===== config.mk =====
export PLATFORM = sky130hd
export DESIGN_NAME = midi_note_tx
export DESIGN_NICKNAME = d
export VERILOG_FILES = /design/src/rtl/midi_note_tx.sv
export SDC_FILE = /design/constraint.sdc
export NUM_CORES = 1
export LEC_CHECK = 0
export ABC_AREA = 1
export CAP_MARGIN = 10
export CORE_UTILIZATION = 45
export DETAILED_ROUTE_END_ITERATION = 10
export PLACE_DENSITY = 0.65
export SKIP_LAST_GASP = 1
export SLEW_MARGIN = 20
export SYNTH_ARGS = -nofsm -noshare
export SYNTH_HDL_FRONTEND = slang
export SYNTH_SLANG_ARGS = --single-unit

===== constraint.sdc =====
create_clock -name CLOCK_50 -period 3.27 [get_ports CLOCK_50]
set_clock_uncertainty 0.05 [all_clocks]
set_input_delay 0.4905 -clock CLOCK_50 [delete_from_list [all_inputs] [get_ports CLOCK_50]]
set_output_delay 0.4905 -clock CLOCK_50 [all_outputs]
set_load 0.02 [all_outputs]

===== src/rtl/midi_note_tx.sv =====
// MIDI note event encoder: queues note events in a small FIFO and serialises them as
// MIDI 1.0 messages (status + two data bytes) on a 31250-baud UART line.
module midi_note_tx #(
    parameter int unsigned CLK_HZ         = 50000000,
    parameter int unsigned BAUD           = 31250,
    parameter int unsigned FIFO_DEPTH     = 4,
    parameter int unsigned RUNNING_STATUS = 1
) (
    input  logic                          CLOCK_50,
    input  logic                          reset_reg_N,
    input  logic                          ev_valid_i,
    output logic                          ev_ready_o,
    input  logic [1:0]                    ev_type_i,
    input  logic [3:0]                    ev_chan_i,
    input  logic [6:0]                    ev_key_i,
    input  logic [6:0]                    ev_vel_i,
    output logic                          midi_txd_o,
    output logic                          tx_busy_o,
    output logic                          ev_dropped_o,
    output logic [$clog2(FIFO_DEPTH):0]   fifo_level_o
);

    localparam int unsigned Div  = CLK_HZ / BAUD;
    localparam int unsigned CntW = $clog2(Div);
    localparam int unsigned PtrW = $clog2(FIFO_DEPTH);
    localparam int unsigned LvlW = PtrW + 1;

    // Event word: [19:18] type, [17:14] channel, [13:7] key, [6:0] velocity
    localparam int unsigned EvW = 20;

    typedef enum logic [2:0] {StIdle, StPop, StSendS, StSendD1, StSendD2} state_e;

    // ---------------- event FIFO ----------------
    logic [EvW-1:0]  mem_q [FIFO_DEPTH];
    logic [PtrW-1:0] wr_ptr_q, rd_ptr_q;
    logic [LvlW-1:0] count_q, count_d;
    logic            push, pop, empty;
    logic [EvW-1:0]  head;

    assign ev_ready_o   = (count_q != LvlW'(FIFO_DEPTH));
    assign empty        = (count_q == '0);
    assign push         = ev_valid_i & ev_ready_o;
    assign head         = mem_q[rd_ptr_q];
    assign fifo_level_o = count_q;
    assign count_d      = count_q + LvlW'(push) - LvlW'(pop);

    always_ff @(posedge CLOCK_50) begin
        if (push) begin
            mem_q[wr_ptr_q] <= {ev_type_i, ev_chan_i, ev_key_i, ev_vel_i};
        end
    end

    always_ff @(posedge CLOCK_50 or negedge reset_reg_N) begin
        if (!reset_reg_N) begin
            wr_ptr_q <= '0;
            rd_ptr_q <= '0;
            count_q  <= '0;
        end else begin
            if (push) wr_ptr_q <= wr_ptr_q + PtrW'(1);
            if (pop)  rd_ptr_q <= rd_ptr_q + PtrW'(1);
            count_q <= count_d;
        end
    end

    // ---------------- message encoding ----------------
    function automatic logic [7:0] status_of(input logic [EvW-1:0] ev);
        case (ev[19:18])
            2'b00:   status_of = {4'h8, ev[17:14]};
            2'b01:   status_of = {4'h9, ev[17:14]};
            default: status_of = {4'hB, ev[17:14]};
        endcase
    endfunction

    function automatic logic [7:0] d1_of(input logic [EvW-1:0] ev);
        d1_of = (ev[19:18] == 2'b10) ? 8'h7B : {1'b0, ev[13:7]};
    endfunction

    function automatic logic [7:0] d2_of(input logic [EvW-1:0] ev);
        d2_of = (ev[19:18] == 2'b10) ? 8'h00 : {1'b0, ev[6:0]};
    endfunction

    // ---------------- control FSM ----------------
    state_e         state_q, state_d;
    logic [EvW-1:0] msg_q, msg_d;
    logic [7:0]     last_status_q, last_status_d;
    logic           last_valid_q, last_valid_d;
    logic           sh_load, sh_done, start;
    logic [7:0]     sh_byte;
    logic [EvW-1:0] sel_ev;
    logic [7:0]     sel_s;

    // A message starts either from the popped entry (StPop) or straight from the FIFO head
    // when the previous stop bit ends, which keeps consecutive messages gap-free.
    assign sel_ev = (state_q == StPop) ? msg_q : head;
    assign sel_s  = status_of(sel_ev);

    always_comb begin
        state_d       = state_q;
        msg_d         = msg_q;
        last_status_d = last_status_q;
        last_valid_d  = last_valid_q;
        pop           = 1'b0;
        start         = 1'b0;
        sh_load       = 1'b0;
        sh_byte       = 8'h00;
        unique case (state_q)
            StIdle: begin
                if (!empty) begin
                    pop     = 1'b1;
                    msg_d   = head;
                    state_d = StPop;
                end
            end
            StPop: begin
                if (msg_q[19:18] == 2'b11) state_d = StIdle;
                else                       start   = 1'b1;
            end
            StSendS: begin
                if (sh_done) begin
                    sh_load = 1'b1;
                    sh_byte = d1_of(msg_q);
                    state_d = StSendD1;
                end
            end
            StSendD1: begin
                if (sh_done) begin
                    sh_load = 1'b1;
                    sh_byte = d2_of(msg_q);
                    state_d = StSendD2;
                end
            end
            StSendD2: begin
                if (sh_done) begin
                    if (!empty) begin
                        pop   = 1'b1;
                        msg_d = head;
                        if (head[19:18] == 2'b11) state_d = StPop;
                        else                      start   = 1'b1;
                    end else begin
                        state_d = StIdle;
                    end
                end
            end
            default: state_d = StIdle;
        endcase

        if (start) begin
            sh_load = 1'b1;
            if (RUNNING_STATUS == 0 || !last_valid_q || sel_s != last_status_q) begin
                sh_byte       = sel_s;
                last_status_d = sel_s;
                last_valid_d  = 1'b1;
                state_d       = StSendS;
            end else begin
                sh_byte = d1_of(sel_ev);
                state_d = StSendD1;
            end
        end
    end

    always_ff @(posedge CLOCK_50 or negedge reset_reg_N) begin
        if (!reset_reg_N) begin
            state_q       <= StIdle;
            msg_q         <= '0;
            last_status_q <= 8'h00;
            last_valid_q  <= 1'b0;
        end else begin
            state_q       <= state_d;
            msg_q         <= msg_d;
            last_status_q <= last_status_d;
            last_valid_q  <= last_valid_d;
        end
    end

    assign ev_dropped_o = (state_q == StPop) && (msg_q[19:18] == 2'b11);
    assign tx_busy_o    = (state_q != StIdle) || !empty;

    // ---------------- UART shifter ----------------
    logic            sh_active_q;
    logic [3:0]      bit_cnt_q;
    logic [CntW-1:0] baud_cnt_q;
    logic [7:0]      sh_data_q;
    logic            baud_end;

    assign baud_end = (baud_cnt_q == CntW'(Div - 1));
    assign sh_done  = sh_active_q && baud_end && (bit_cnt_q == 4'd9);

    always_ff @(posedge CLOCK_50 or negedge reset_reg_N) begin
        if (!reset_reg_N) begin
            sh_active_q <= 1'b0;
            bit_cnt_q   <= 4'd0;
            baud_cnt_q  <= '0;
            sh_data_q   <= 8'h00;
        end else if (sh_load) begin
            sh_active_q <= 1'b1;
            bit_cnt_q   <= 4'd0;
            baud_cnt_q  <= '0;
            sh_data_q   <= sh_byte;
        end else if (sh_active_q) begin
            if (baud_end) begin
                baud_cnt_q <= '0;
                if (bit_cnt_q == 4'd9) sh_active_q <= 1'b0;
                else                   bit_cnt_q   <= bit_cnt_q + 4'd1;
                // Data bits are presented from bit 0 of the register, so shift after each one
                if (bit_cnt_q >= 4'd1 && bit_cnt_q <= 4'd8) sh_data_q <= sh_data_q >> 1;
            end else begin
                baud_cnt_q <= baud_cnt_q + CntW'(1);
            end
        end
    end

    always_comb begin
        midi_txd_o = 1'b1;
        if (sh_active_q) begin
            if (bit_cnt_q == 4'd0)      midi_txd_o = 1'b0;
            else if (bit_cnt_q == 4'd9) midi_txd_o = 1'b1;
            else                        midi_txd_o = sh_data_q[0];
        end
    end

endmodule


* Yosys cells after proc, flatten, opt, wreduce, memory -nomap -nowiden
Memories as Yosys holds them, arrays and structs flattened. Cells that the tools add are included.
Cells by class: add/subtract/negate cells 6, magnitude comparators 2, eq/ne operators 21, mux-type cells 54, bitwise logic cells 1, reduce and logical (&&, ||, !) cells 23
Operator list (number):
- 20-bit 2-to-1 mux | 3
- 8-bit 2-to-1 mux | 6
- 20-bit case mux with 2 select lines | 1
- 7-bit 2-to-1 mux | 5
- 11-bit 2-to-1 mux | 3
- 3-bit 2-to-1 mux | 8
- 1-bit 2-to-1 mux | 19
- 4-bit 2-to-1 mux | 4
- 3-bit inequality test (second input constant) | 5
- 3-bit case mux with 5 select lines | 1
- 7-bit case mux with 2 select lines | 1
- 6-bit case mux with 2 select lines | 1
- 11-bit by 1-bit adder with 11-bit output (second input constant) | 1
- 11-bit equality test (second input constant) | 1
- 2-bit equality test (second input constant) | 4
- 8-bit inequality test | 1
- 2-bit nonzero test | 4
- 3-bit by 2-bit equality test with 1-bit output (second input constant) | 2
- 3-bit logical NOT | 2
- 3-bit AND reduction | 2
- 6-bit AND reduction | 1
- 2-bit by 1-bit adder with 2-bit output (second input constant) | 2
- 4-bit by 1-bit adder with 4-bit output (second input constant) | 1
- 4-bit equality test (second input constant) | 1
- 20 further kinds | 28
Storage, ports and cells: register bits after elaboration 63, RAM bits 80, output and inout bits 7, word-level logic and storage cells 119, memories kept 1
Memories:
- mem_q | words 4, bits a word 20, read ports 1, clocked after memory_dff 0, write ports 1, line 34 | logic [EvW-1:0] mem_q [FIFO_DEPTH];

* Longest topological paths before layout
Gate-level depths: netlist of the first run.
depth after elaboration 9, depth in mapped cells 16, depth with buffers taken out 15

* Least setup slack after synthesis of the first run
OpenSTA, ideal clock, no wires.
kind reg-to-reg, start register baud_cnt_q[0], end register count_q[2], in the netlist fifo_level_o[2], setup time 0.129 ns, arrival 2.430 ns, required time 3.091 ns, path slack 0.661 ns, stages on the path, launching flop included 16, buffers on the path 1, clock period less this slack 2.609 ns, cells stage by stage dfrtp_1 > ha_1 > nand3_2 > nor3_4 > nand4_1 > nor2_1 > inv_1 > nand2_1 > nand2_2 > inv_2 > buf_4 > ha_1 > inv_1 > ha_1 > fa_1 > xor2_1
On the way: cells in the longest elaborated chain, start to end 6
RTL lines:
- start, declared | line 181 | logic [CntW-1:0] baud_cnt_q;
- start signal, assigned | line 207 | baud_cnt_q <= baud_cnt_q + CntW'(1);
- 11-bit equality test | line 185 | assign baud_end = (baud_cnt_q == CntW'(Div - 1));
- 1-bit logical AND (2 in series) | line 186 | assign sh_done = sh_active_q && baud_end && (bit_cnt_q == 4'd9);
- 1-bit 2-to-1 mux | line 133 | if (sh_done) begin
- 1-bit case mux with 2 select lines | line 106 | unique case (state_q)
- named net pop | line 37 | logic push, pop, empty;
- 3-bit by 1-bit subtractor with 3-bit output | line 45 | assign count_d = count_q + LvlW'(push) - LvlW'(pop);
- named net count_d[2] | line 36 | logic [LvlW-1:0] count_q, count_d;
- end signal, assigned | line 61 | count_q <= count_d;
- end, declared | line 36
The timed path passes the listed nets, and every way through them passes these cells. A chain may end at the register's enable or synchronous reset.

* Final worst setup path of the first run
start register bit_cnt_q[1], end register count_q[2], in the netlist fifo_level_o[2]
On the way: cells in the longest elaborated chain, start to end 5
RTL lines:
- start, declared | line 180 | logic [3:0] bit_cnt_q;
- start signal, assigned | line 203 | else bit_cnt_q <= bit_cnt_q + 4'd1;
- 4-bit equality test | line 186
- 1-bit logical AND | line 186
- 1-bit 2-to-1 mux | line 133
- 1-bit case mux with 2 select lines | line 106
- 3-bit by 1-bit subtractor with 3-bit output | line 45
- named net count_d[2] | line 36
The timed path passes the listed nets, and every way through them passes these cells.

==> results.md, run 1 <==
* Synth Flop Type: edfxtp_1
* Post-CTS setup buffers at 0
* Die Y at 123.6 um
* Total Routing Usage GR at 0.2002
* Yosys cell types at between 40 and 50
* IO Port Bufs at 29
* Vias per std cell at roughly 5.2
* Vias in the first global route at between 4000 and 5000
* H-tree level count at 4
* Most common cell in the netlist: nand2_1
* CTS tree: yes
* Initial antenna violation count at 0
* Reg2reg setup slack at about 0.50 ns
* Drt total wl at approximately 14000 um
* Critical Path RT at approximately 3.5 ns
* Post-route setup slack at 0.4969 ns
* First-pass GRT wire length at between 20000 and 25000 um
* Max cap viols at 0
* Met3 usage at 0.05403
* Critical Path AT at around 3 ns
* Setup_tns at 0 ns
* CP Launch Type: register
* Max frequency at ~0.36 GHz
* # IOs at 30
* Post-route ant nets at 0
* Total power at slightly below 0.008 W
* Grt peak-use layer: met2
* Layout fillers at about 1300
* Max-slew violations at 0
* # setup viols final at 0
* Critical path type: register to register
* Leading area contributor after synthesis: edfxtp_1
* Worst Min Path Start: sh_data_q[7]
* R2r startpoint: bit_cnt_q[1]
* Root Buffer: clkbuf_16
* Final min period at between 2 and 3 ns
* Met2 Track Usage GR at 0.3209
* CTS clock-pin slew for the worst setup and hold paths at around 0.060 ns
* Multi-input gate area at about 2300 um2
* Mean routed wirelength per cell at between 10 and 15 um
* Worst-path fanout max at 16
* Largest delay contributor family on the critical path: adder cells
* Ys async rst share at 0.4326
* Number of synthesized flops with an enable pin at 80
* Worst slew margin at 0.3097
* Crit path cell chain: inv_1, ha_1, and3_1, nand4_1, nor2_1, inv_1, nand2_1, nand2_2, inv_2, ha_1, inv_1, ha_1, fa_1, xor2_1
* Register bit total from synthesis at about 140
* Commonest cells in the netlist: nand2_1 (140), nor2_1 (88), edfxtp_1 (80), inv_1 (70), o21ai_0 (64)
* Die Area at roughly 15000 um2
* Die width at about 120 um
* Max clock buf depth at 2
* Fin. Hold Viols at 0
* Final worst path period share at 0.8480
* CP peak stage delay at just over 0.4 ns
* GP Congestion at between 0.8 and 0.9
* Clock sinks at 141
* Fin nets at between 700 and 800
* Worst skew pair latency at roughly 0.43 ns
* Pre-CTS setup slack at just under 0.5 ns
* FF+latch area at slightly below 4000 um2
* Largest cells by area after synthesis: edfxtp_1 (36%), dfrtp_1 (23%), nand2_1 (7.9%)
* Synth top area share at 0.3612
* Kind of end point of the critical path: register
* Initial drt markers at a little under 300
* Total CTS buffers at 17
* Row cnt at between 40 and 50
* Syn Area/Cell at between 9 and 10 um2
* Vias at roughly 4800
* Post-Syn Instances at 693
* Critical Path Start: bit_cnt_q[1]
* Final HPWL DP at a little over 9000 um
* # diodes at 0
* Post-synth net total at approximately 730
* Status: finished, final reports clean
* Initial Utilization at 0.4594
* Seq/Total Area, Yosys at 0.5907
* Slowest-stage cell, CP: dfrtp_1
* Core Box Area at 14480 um2
* RSZ-0062 raised after global routing: no
* VDD IR-drop max at around 530 uV
* HP Class: register to register
* Power Dens Cells at between 900 and 1000 nW/um2
* Gr ovfl total at 0
* Area grow syn2layout at 15.84%
* Slew @ Worst Pin at between 1 and 1.5 ns
* Leak Pwr at between 3 and 4 nW
* Post-Syn Area at 6651 um2
* WP buf/inv at 4
* Ys Warns at 0
* DRC Markers at 0
* Largest net degree at the start of global routing at 38
* Layout cell share with drive strength beyond 1 at 0.09383
* Pre-antenna DRT Iters at 4
* Met1 usage at 0.2521
per-layer routing:
| metal | wire, um | vias up |
|---|---|---|
| li1 | - | 2423 |
| met1 | 6338 | 2286 |
| met2 | 6506 | 78 |
| met3 | 534 | 26 |
| met4 | 312 | 0 |
| met5 | 0 | - |
cell type report:
cell class,instances,share of cell area
Sequential cell,141,0.5099
Multi-Input combinational cell,456,0.3014
Clock buffer,21,0.06106
Timing Repair Buffer,42,0.05002
Inverter,75,0.03686
Tap cell,184,0.02988
Clock inverter,11,0.01088
power breakdown:
part | switching, W | leakage (nW) | total, W | internal (W)
clock | 0.000764 | 0.263 | 0.00180 | 0.00104
sequential | 0.000284 | 1.47 | 0.00274 | 0.00245
combinational | 0.00210 | 1.50 | 0.00315 | 0.00105
total | 0.00315 | 3.23 | 0.00769 | 0.00454
stage by stage:
step | util | hold slack (ns) | cell area (um2) | instances
CTS | 0.5321 | 0.4257 | 7705 | 930
detailed placement | 0.4932 | 0.4046 | 7141 | 897
finish | 0.5321 | 0.4267 | 7705 | 930
global placement | 0.4932 | 0.4002 | 7141 | 897
global route | 0.5321 | 0.4479 | 7705 | 930
floorplan | - | 0.1449 | 6651 | 693
layout by cell type, fill, tap and decap left out, types with 3 or more instances in the layout:
master	count
nor2_1	88
nand2_1	140
nand3_2	3
a21oi_1	8
or2_2	3
nor2_4	3
o22ai_1	8
clkinvlp_4	4
nand3_1	61
edfxtp_1	80
dfrtp_1	61
o211ai_1	6
clkbuf_16	17
buf_4	12
clkbuf_8	3
xor2_1	7
nor3_1	10
o41ai_1	7
inv_2	4
nand2_2	4
inv_6	4
inv_1	70
nor3_2	4
clkdlybuf4s50_1	28
ha_1	11
o21ai_0	64
o21ai_1	3
a31oi_1	7
final timing paths:
path                            cells after the start         endpoint
min in group asynchronous                           2    baud_cnt_q[5]
max in group asynchronous                           3     bit_cnt_q[1]
worst min register to register                      2     sh_data_q[7]
worst max register to register                     14  fifo_level_o[2]
worst max-delay path                               14  fifo_level_o[2]
worst min-delay path                                2     sh_data_q[7]
repair_timing:
| item | in CTS | in global routing |
|---|---|---|
| hold endpoints to repair | 18 | 0 |
| setup endpoints to repair | 0 | 0 |
| hold buffers | 1 | 0 |
| resized for setup | 0 | 0 |
state kept, by name (all words and copies together) (netlist names), 2 cells and up:
register and count:
mem_q 80, last_status_q 6, rd_ptr_q 2, wr_ptr_q 2, sh_data_q 8, state_q 3
baud_cnt_q 11, bit_cnt_q 4, msg_q 20, fifo_level_o 3
worst register-to-register path, cell delays in order, from the launching register on:
cell     delay (ns)
dfrtp_1        0.41
inv_1          0.12
ha_1           0.17
and3_1         0.21
nand4_1        0.13
nor2_1         0.23
inv_1          0.07
nand2_1        0.07
nand2_2        0.19
inv_2          0.12
ha_1           0.12
inv_1          0.04
ha_1           0.18
fa_1           0.37
xor2_1         0.17
cell families (layout without fill, tap and decap cells):
family	Yosys count	after routing	share of synthesized area
adder cells (fa/ha/maj)	12	12	0.02370
AND/OR/NAND/NOR	326	326	0.2190
XOR/XNOR	8	8	0.01053
flip-flops	141	141	0.5907
AO/OA/AOI/OAI	110	110	0.09594
buffers and inverters	96	149	0.06020
No activity file was read; power rests on OpenSTA's default activity.
==> run 2: changes to the inputs <==
clock period = 2.7 ns   (was 3.27 ns; I/O delays follow)
==> results.md, run 2 (synthesized netlist as in run 1, its figures left out) <==
* Part of the power in registers at 0.355 (about the same)
* VDD IR-drop max at 754.0 uV (+42%)
* Root Buffer: clkbuf_16
* Final min period at about 2.5 ns
* CTS clock-pin slew for the worst setup and hold paths at 0.06 ns (about the same)
* Clk pwr share at 0.232 (-0.002)
* Gr ovfl total at 0 (unchanged)
* Initial Utilization at 0.4594 (unchanged)
* Fin nets at 774 (+0.78%)
* Worst slew margin at 0.6225 (+0.3128)
* Critical Path RT at 2.25 ns (-1.28 ns)
* Comb power frac at 0.413 (+0.003)
* Most flops, register: mem_q
* Multi-input gate area at 2328 um2 (+0.27%)
* Die Area at 15270 um2 (unchanged)
* GP Congestion at 0.8585 (-3.4%)
* Initial antenna violation count at 0 (unchanged)
* Layout fillers at 1307 (+3.1%)
* Vias at 4911 (+2.0%)
* Clock sinks at 141 (unchanged)
* Commonest cells after routing, fill and taps aside: nand2_1 (140), nor2_1 (88), edfxtp_1 (80)
* RSZ-0062 raised after global routing: no
* Initial drt markers at 294 (+1.0%)
* HP Class: register to register
* Vias in the first global route at 4768 (-0.25%)
* Power Dens Cells at 1210 nW/um2 (+21%)
* Total Routing Usage GR at 0.2047 (+0.004536)
* # IOs at 30 (unchanged)
* Max frequency at between 0.3 and 0.4 GHz
* H-tree level count at 4 (unchanged)
* Status: finished, final reports clean
* Core Box Area at 14480 um2 (unchanged)
* Final worst path period share at 0.9348
* Max reg flops at 80 (unchanged)
* Setup_tns at 0 ns (unchanged)
* Max cap viols at 0 (unchanged)
* DRC Markers at 0 (unchanged)
* Post-route ant nets at 0 (unchanged)
* FF+latch area at 3929 um2 (unchanged)
* # diodes at 0 (unchanged)
* Worst skew pair latency at 0.42 ns (about the same)
* Die width at 123.6 um (unchanged)
* Die Y at 123.6 um (unchanged)
* Top Registers: mem_q: 80 flops, msg_q: 20 flops, baud_cnt_q: 11 flops
* Worst-path fanout max at 4 (-12)
* Critical path type: register to output port
* # setup viols final at 0 (unchanged)
* Final core utilization at 0.5352 (+0.003024)
* Sw Pwr at 0.003816 W (+21%)
* IO Port Bufs at 29 (unchanged)
* Post-CTS setup buffers at 0 (unchanged)
* Leak Pwr at 3.264 nW (+1.1%)
* CTS tree: yes
* Largest net degree at the start of global routing at 38 (unchanged)
* Most common cell after layout, fill and taps aside: nand2_1
* Layout cell share with drive strength beyond 1 at 0.09707 (+0.003241)
* Critical Path AT at 2.07 ns (-0.96 ns)
* Row cnt at 44 (unchanged)
* Switching power share of the total at 0.4069 (-0.002315)
* Max clock buf depth at 2 (unchanged)
* Internal at 0.005562 W (+22%)
* Area grow syn2layout at 16.50%
* Total CTS buffers at 17 (unchanged)
* Fin. Hold Viols at 0 (unchanged)
* Mean routed wirelength per cell at 14.98 um (+1.8%)
* Pre-antenna DRT Iters at 4 (unchanged)
* First-pass GRT wire length at 23210 um (+2.0%)
* Max-slew violations at 0 (unchanged)
* Final HPWL DP at 9476 um (+2.7%)
* Vias per std cell at 5.247 (+1.4%)
* CP Launch Type: register
* Slew @ Worst Pin at 0.5662 ns (-0.4604 ns)
* Drt total wl at 14020 um (+2.4%)
* Kind of end point of the critical path: output port
run 2: cell types whose count changed in the layout (fill, tap and decap cells not counted), sizes merged:
cell / change
buf: +6
clkinv: +3
clkbuf: -2
clkinvlp: -2
bufinv: +1
clkdlybuf4s50: -1
dlygate4sd2: +1
run 2: worst max-delay path, stage by stage (launching register included):
cell             delay, ns
dfrtp_1               0.41
inv_1                 0.11
ha_1                  0.17
and3_1                0.21
o22ai_1               0.08
nand2_1               0.06
clkdlybuf4s50_1       0.60
run 2: metal layers:
metal,GRT usage,up-vias,share of wire
li1,-,2437,-
met1,0.2538,2362,0.45
met4,0.08434,0,0.020
met5,0,-,0
met2,0.3478,88,0.50
met3,0.04304,24,0.037
run 2: per-stage QoR:
stage | total power [W] | cells | worst slack, ns | area, um2 | hold WS (ns)
after floorplan | 0.006126 | 693 | 0.09071 | 6651 | 0.05941
after global placement | 0.007108 | 903 | 0.2647 | 7186 | 0.3918
after detailed placement | 0.007255 | 903 | 0.2128 | 7186 | 0.3817
after CTS | 0.009447 | 936 | 0.1592 | 7742 | 0.4170
after global routing | 0.01010 | 936 | 0.008382 | 7749 | 0.4231
final | 0.009378 | 936 | 0.1761 | 7749 | 0.4177
run 2: cell type report:
| cell class | instances | area share |
|---|---|---|
| tap | 184 | 0.02971 |
| sequential | 141 | 0.5070 |
| clock buffer | 19 | 0.05587 |
| timing repair buffer | 48 | 0.05539 |
| clock inverter | 13 | 0.01486 |
| multi-input combinational | 456 | 0.3005 |
| inverter | 75 | 0.03665 |
run 2: path summary, 6_finish.rpt:
check                               from         endpoint  slack, ns  cells after the start
min                         last_valid_q     last_valid_q       0.42                      1
min in group asynchronous    reset_reg_N      wr_ptr_q[0]       0.46                      2
min reg2reg                 last_valid_q     last_valid_q       0.42                      1
max                         bit_cnt_q[1]       midi_txd_o       0.18                      6
max reg2reg                baud_cnt_q[0]  fifo_level_o[2]       0.20                     14
max in group asynchronous    reset_reg_N         msg_q[9]       1.45                      3
run 2: power by group through the flow:
stage,Sequential [W],Clock (W),Combinational (W)
2_1_floorplan,0.00329,0,0.00283
3_3_place_gp,0.00334,0,0.00377
3_5_place_dp,0.00336,0,0.00389
4_1_cts,0.00333,0.00221,0.00391
5_1_grt,0.00340,0.00230,0.00440
6_report,0.00333,0.00217,0.00387
run 2: what timing repair did:
| action | CTS | global route |
|---|---|---|
| endpoints found under the hold margin | 22 | 0 |
| gates resized for setup | 1 | 1 |
| hold buffers | 1 | 0 |
| gates cloned | 0 | 0 |
| setup endpoints to repair | 1 | 1 |
==> run 3: changes to the inputs <==
CTS_CLUSTER_SIZE = 16   (was unset)
HOLD_SLACK_MARGIN = 0.08   (was unset)
==> results of run 3 <==
Same layout as run 2: the final DEF is identical, and so are final timing and power.
